--- src/rtl/bcd_scan_display.sv ---
// Scans four snapshotted BCD digits onto a multiplexed common-anode 7-segment display.
// Each digit slot opens with a short all-dark gap; leading zeros can be blanked.
module bcd_scan_display #(
  parameter int REFRESH_DIV = 50000,
  parameter int BLANK_CYC   = 2
) (
  input  logic        clk,
  input  logic        rst,
  input  logic [15:0] digits,
  input  logic [3:0]  dp,
  input  logic        lz_en,
  output logic [3:0]  an,
  output logic [6:0]  seg,
  output logic        seg_dp,
  output logic        frame_tick
);

  localparam int PW = (REFRESH_DIV > 1) ? $clog2(REFRESH_DIV) : 1;
  localparam logic [PW-1:0] LAST_P  = PW'(REFRESH_DIV - 1);
  localparam logic [PW-1:0] BLANK_P = PW'(BLANK_CYC);

  logic [PW-1:0] p;
  logic [1:0]    idx;
  logic          load;
  logic [15:0]   snap;
  logic [3:0]    snap_dp;

  logic          slot_end;
  logic          frame_end;
  logic [3:0]    cur;
  logic          upper_zero;
  logic [6:0]    cur_seg;

  assign slot_end  = (p == LAST_P);
  assign frame_end = slot_end && (idx == 2'd3);
  assign cur       = snap[{idx, 2'b00} +: 4];

  // A digit is a leading zero when it and every digit above it are zero.
  always_comb begin
    upper_zero = 1'b0;
    case (idx)
      2'd3:    upper_zero = (snap[15:12] == 4'd0);
      2'd2:    upper_zero = (snap[15:8]  == 8'd0);
      2'd1:    upper_zero = (snap[15:4]  == 12'd0);
      default: upper_zero = 1'b0;
    endcase
  end

  always_comb begin
    cur_seg = 7'h3F;
    case (cur)
      4'd0: cur_seg = 7'h40;
      4'd1: cur_seg = 7'h79;
      4'd2: cur_seg = 7'h24;
      4'd3: cur_seg = 7'h30;
      4'd4: cur_seg = 7'h19;
      4'd5: cur_seg = 7'h12;
      4'd6: cur_seg = 7'h02;
      4'd7: cur_seg = 7'h78;
      4'd8: cur_seg = 7'h00;
      4'd9: cur_seg = 7'h10;
      default: cur_seg = 7'h3F;
    endcase
    if (lz_en && upper_zero)
      cur_seg = 7'h7F;
  end

  always_ff @(posedge clk) begin
    if (rst) begin
      p          <= '0;
      idx        <= 2'd0;
      load       <= 1'b1;
      snap       <= 16'h0000;
      snap_dp    <= 4'h0;
      an         <= 4'b1111;
      seg        <= 7'h7F;
      seg_dp     <= 1'b1;
      frame_tick <= 1'b0;
    end else begin
      p    <= slot_end ? '0 : p + 1'b1;
      idx  <= slot_end ? idx + 2'd1 : idx;
      load <= 1'b0;
      if (load || frame_end) begin
        snap    <= digits;
        snap_dp <= dp;
      end
      frame_tick <= frame_end;
      // Outputs lag (p, idx, snap) by one cycle; the gap darkens every anode.
      if (p < BLANK_P) begin
        an     <= 4'b1111;
        seg    <= 7'h7F;
        seg_dp <= 1'b1;
      end else begin
        an     <= ~(4'b0001 << idx);
        seg    <= cur_seg;
        seg_dp <= ~snap_dp[idx];
      end
    end
  end

endmodule

--- config.mk ---
export PLATFORM = sky130hd
export DESIGN_NAME = bcd_scan_display
export DESIGN_NICKNAME = d
export VERILOG_FILES = /design/src/rtl/bcd_scan_display.sv
export SDC_FILE = /design/constraint.sdc
export NUM_CORES = 1
export LEC_CHECK = 0
export ABC_AREA = 1
export CORE_UTILIZATION = 23
export CTS_BUF_LIST = sky130_fd_sc_hd__clkbuf_4 sky130_fd_sc_hd__clkbuf_8 sky130_fd_sc_hd__clkbuf_16
export DETAILED_ROUTE_END_ITERATION = 16
export MAX_ROUTING_LAYER = met4
export PLACE_DENSITY = 0.48
export SLEW_MARGIN = 20
export SYNTH_ARGS = -nofsm -noshare
export SYNTH_HDL_FRONTEND = slang
export SYNTH_SLANG_ARGS = --single-unit
--- constraint.sdc ---
create_clock -name clk -period 1.45 [get_ports clk]
set_clock_uncertainty 0.05 [all_clocks]
set_input_delay 0.29 -clock clk [delete_from_list [all_inputs] [get_ports clk]]
set_output_delay 0.29 -clock clk [all_outputs]
set_load 0.05 [all_outputs]
==> metrics.md <==
| Metric | Value |
|---|---|
| FF-to-FF setup slack | `-0.04 ns` |
| Main combinational cell family by area after synthesis | `simple AND/OR/NAND/NOR gates` |
| Met1 wire length | `about 3400 um` |
| Leak | `1.96 nW` |
| Reg2reg path depth | `7` |
| Top cell type's share of synthesized area | `about two fifths` |
| Clock Path Buffers | `2` |
| Largest net degree at the start of global routing | `41` |
| Antenna cells | `0` |
| Largest area contributor in the netlist | `dfxtp_1` |
| Worst setup path end | `snap[14]$_SDFFE_PP0P_` |
| Initial antenna violation count | `0` |
| Die boundary width | `between 100 and 150 um` |
| GP Congestion | `0.827` |
| Critical path arrival | `between 1.5 and 2 ns` |
| Top layer in use | `met4` |
| Synth Area in XOR/XNOR | `less than 1%` |
| Drt first-iter violations | `25` |
| RR Endpoint | `snap[14]$_SDFFE_PP0P_` |
| WS Path Type | `flop to flop` |
| Max_cap viols | `0` |
| Final Cycle Share | `103%` |
| Synth top cells by count | `98 x nand2_1, 52 x dfxtp_1, 52 x inv_1, 46 x nor2_1, 33 x a21oi_1` |
| DR DRC count | `2` |
| Final #Nets | `roughly 510` |
| Synth top area cells | `dfxtp_1 38%, nand2_1 13%, nand3_2 7.7%` |
| Mux share of post-synthesis cell area | `0%` |
| Total GRT Usage | `11.7%` |
| Violated checks | `design-rule violations, negative setup slack` |
| Final Total Pwr | `between 0.003 and 0.004 W` |
| Std-Cell Rows | `39` |
| Starting Density | `a little under a quarter` |
| 1st-pass router iterations | `10` |
| Total wire length | `~6900 um` |
| Async set or reset register ratio after synthesis | `0%` |
| TritonCTS buffer count | `5` |
| Setup ws final | `-0.0445 ns` |
| Total core area | `~12,000 sq um` |
| H-Tree Level Count | `2` |
| Hold Startpoint | `p[15]$_SDFF_PP0_` |
| CP max FO | `7` |
| Clk root buf | `clkbuf_16` |
| Vias per cell | `4.19` |
| I/O Buffers | `35` |
| Status | `finished with violations` |
| Pins Over Slew Limit | `0` |
| Metal2 WL | `roughly 3300 um` |
| Crit path required time | `~1.6 ns` |
| Hold crit path type | `flop to flop` |
| Most frequent cell after synthesis | `nand2_1` |
| Hpwl dp | `4810 um` |
| Number of distinct library cells after synthesis | `27` |
| CTS clk-pin slew, worst paths | `0.07 ns` |
| RR Startpoint | `idx[0]$_SDFFE_PP0P_` |
| Metal3 WL | `200 um` |
| Vias in the first global route | `~2,500` |
| Ports | `36` |
| Maximum VDD drop | `between 400 and 500 uV` |
| Mapped Nets | `420` |
| Post-Syn Area | `between 2000 and 3000 sq um` |
| Slew @ Worst Pin | `approximately 0.28 ns` |
| Post-placement setup slack | `-0.147 ns` |
| Final setup fails | `20` |
| Hold path cells | `2` |
| Tmin final | `roughly 1.5 ns` |
| Flops & latches, synth | `52` |
| Post-Synth Simple-Gate Area | `a little under two fifths` |
| Hold Fails Final Rpt | `0` |
| Die area | `~12,000 sq um` |
| Cts hold-fix bufs | `0` |
| GRT overflow | `0` |
| EDFF count, synth | `0` |
| Fmax | `669 MHz` |
| Die Y | `about 110 um` |
| Layout cells sized above 1 | `between 40% and 50%` |
| Post-synthesis adder-cell area fraction | `5.03%` |
| Synth Instances | `roughly 390` |
| Post-synthesis sequential area ratio | `38.0%` |
| Primary FF master, synth | `dfxtp_1` |
| CP endpoint kind | `flop` |
| Post-synthesis compound-gate area fraction | `roughly 7.5%` |
| Pwr dens | `~790 nW/um^2` |
| Mean Syn Cell Area | `7.09 sq um` |
| DRT antenna net count | `0` |
| Critical path startpoint | `idx[0]$_SDFFE_PP0P_` |
| WL/cell | `approximately 11 um` |
| Startpoint types | `flop` |
| Via count | `between 2,000 and 3,000` |
| Max transition margin | `81.2%` |
| Yosys warning count | `0` |
| RSZ-0062 raised after global routing | `true` |
| TritonCTS clock tree | `built` |
| Worst skew pair latency | `between 0.2 and 0.3 ns` |
| Layout area overhead | `63.0%` |
| # clock sinks | `52` |
| First-pass GRT wire length | `about 12,000 um` |
==> per-stage QoR <==
step	utilization (%)	cell area (sq um)	hold WS [ns]	std cells	TNS, ns
floorplan	-	2750	0.268	386	-0.0227
global placement	32.2	3710	0.416	597	-1.69
detailed placement	32.2	3710	0.421	597	-2.14
CTS	36.6	4220	0.431	615	-0.841
global route	38.7	4460	0.462	619	-2.84
finish	38.7	4460	0.430	619	-0.514
==> worst min-delay path by stage <==
stage	endpoint	slack, ns
after floorplan	load$_DFF_P_	0.27
after global placement	p[15]$_SDFF_PP0_	0.42
after detailed placement	p[15]$_SDFF_PP0_	0.42
after CTS	p[15]$_SDFF_PP0_	0.43
after global routing	p[15]$_SDFF_PP0_	0.46
final	p[15]$_SDFF_PP0_	0.43
==> cell families (layout without fill, tap and decap cells) <==
kind of cell,Yosys count,after routing
AO/OA/AOI/OAI,40,40
buffers and inverters,67,157
XOR/XNOR,3,3
adder cells (fa/ha/maj),11,11
flip-flops,52,52
AND/OR/NAND/NOR,213,213
==> report_power, final <==
| part | internal [W] | total [W] | switching (W) | leakage (nW) |
|---|---|---|---|---|
| logic | 0.000303 | 0.000616 | 0.000313 | 1.44 |
| clock network | 0.000831 | 0.00134 | 0.000511 | 0.0843 |
| registers | 0.00149 | 0.00154 | 0.0000514 | 0.432 |
==> per-layer routing <==
layer,track usage [%],vias to the layer above
li1,-,1389
met1,14.6,1155
met2,19.4,42
met3,1.91,8
met4,3.69,0
met5,-,-
==> timing repair <==
action                                  in CTS  in global routing
endpoints found under the setup margin      36                 50
setup buffers                                7                  4
gates resized for setup                     51                 64
pin swaps                                   17                 40
gates cloned                                 3                  1
endpoints found under the hold margin        0                  0
==> worst max-delay path: stages, from the launching register on <==
cell and delay [ns]:
dfxtp_4 0.38, buf_4 0.13, ha_2 0.21, nand3_4 0.13
buf_6 0.17, buf_12 0.14, a21oi_4 0.13, nor2_1 0.04
==> sequential cells by signal (all words and copies together), names as in the netlist <==
register	cells
seg	7
load	1
seg_dp	1
snap	16
idx	2
an	4
p	16
snap_dp	4
frame_tick	1
==> layout by cell type (no fill, tap or decap), types with 6 or more instances in the layout <==
| cell type | count |
|---|---|
| buf_6 | 7 |
| inv_1 | 45 |
| nor2_1 | 40 |
| nand3_1 | 17 |
| dfxtp_1 | 41 |
| nand2_1 | 79 |
| clkbuf_16 | 6 |
| clkdlybuf4s50_1 | 22 |
| nor2_4 | 6 |
| dfxtp_2 | 9 |
| nand2_2 | 16 |
| nand3_2 | 29 |
| buf_4 | 45 |
| ha_2 | 6 |
| a21oi_2 | 17 |
| buf_12 | 18 |
| a21oi_1 | 13 |
==> cell type report <==
cell class                 count  area [sq um]
tap                          143           179
timing repair buffer          95          1080
inverter                      54           215
sequential                    52          1060
clock inverter                 2          35.0
multi-input combinational    267          1760
fill                        1186          7060
clock buffer                   6           133
(Power assumes the default switching activity.)
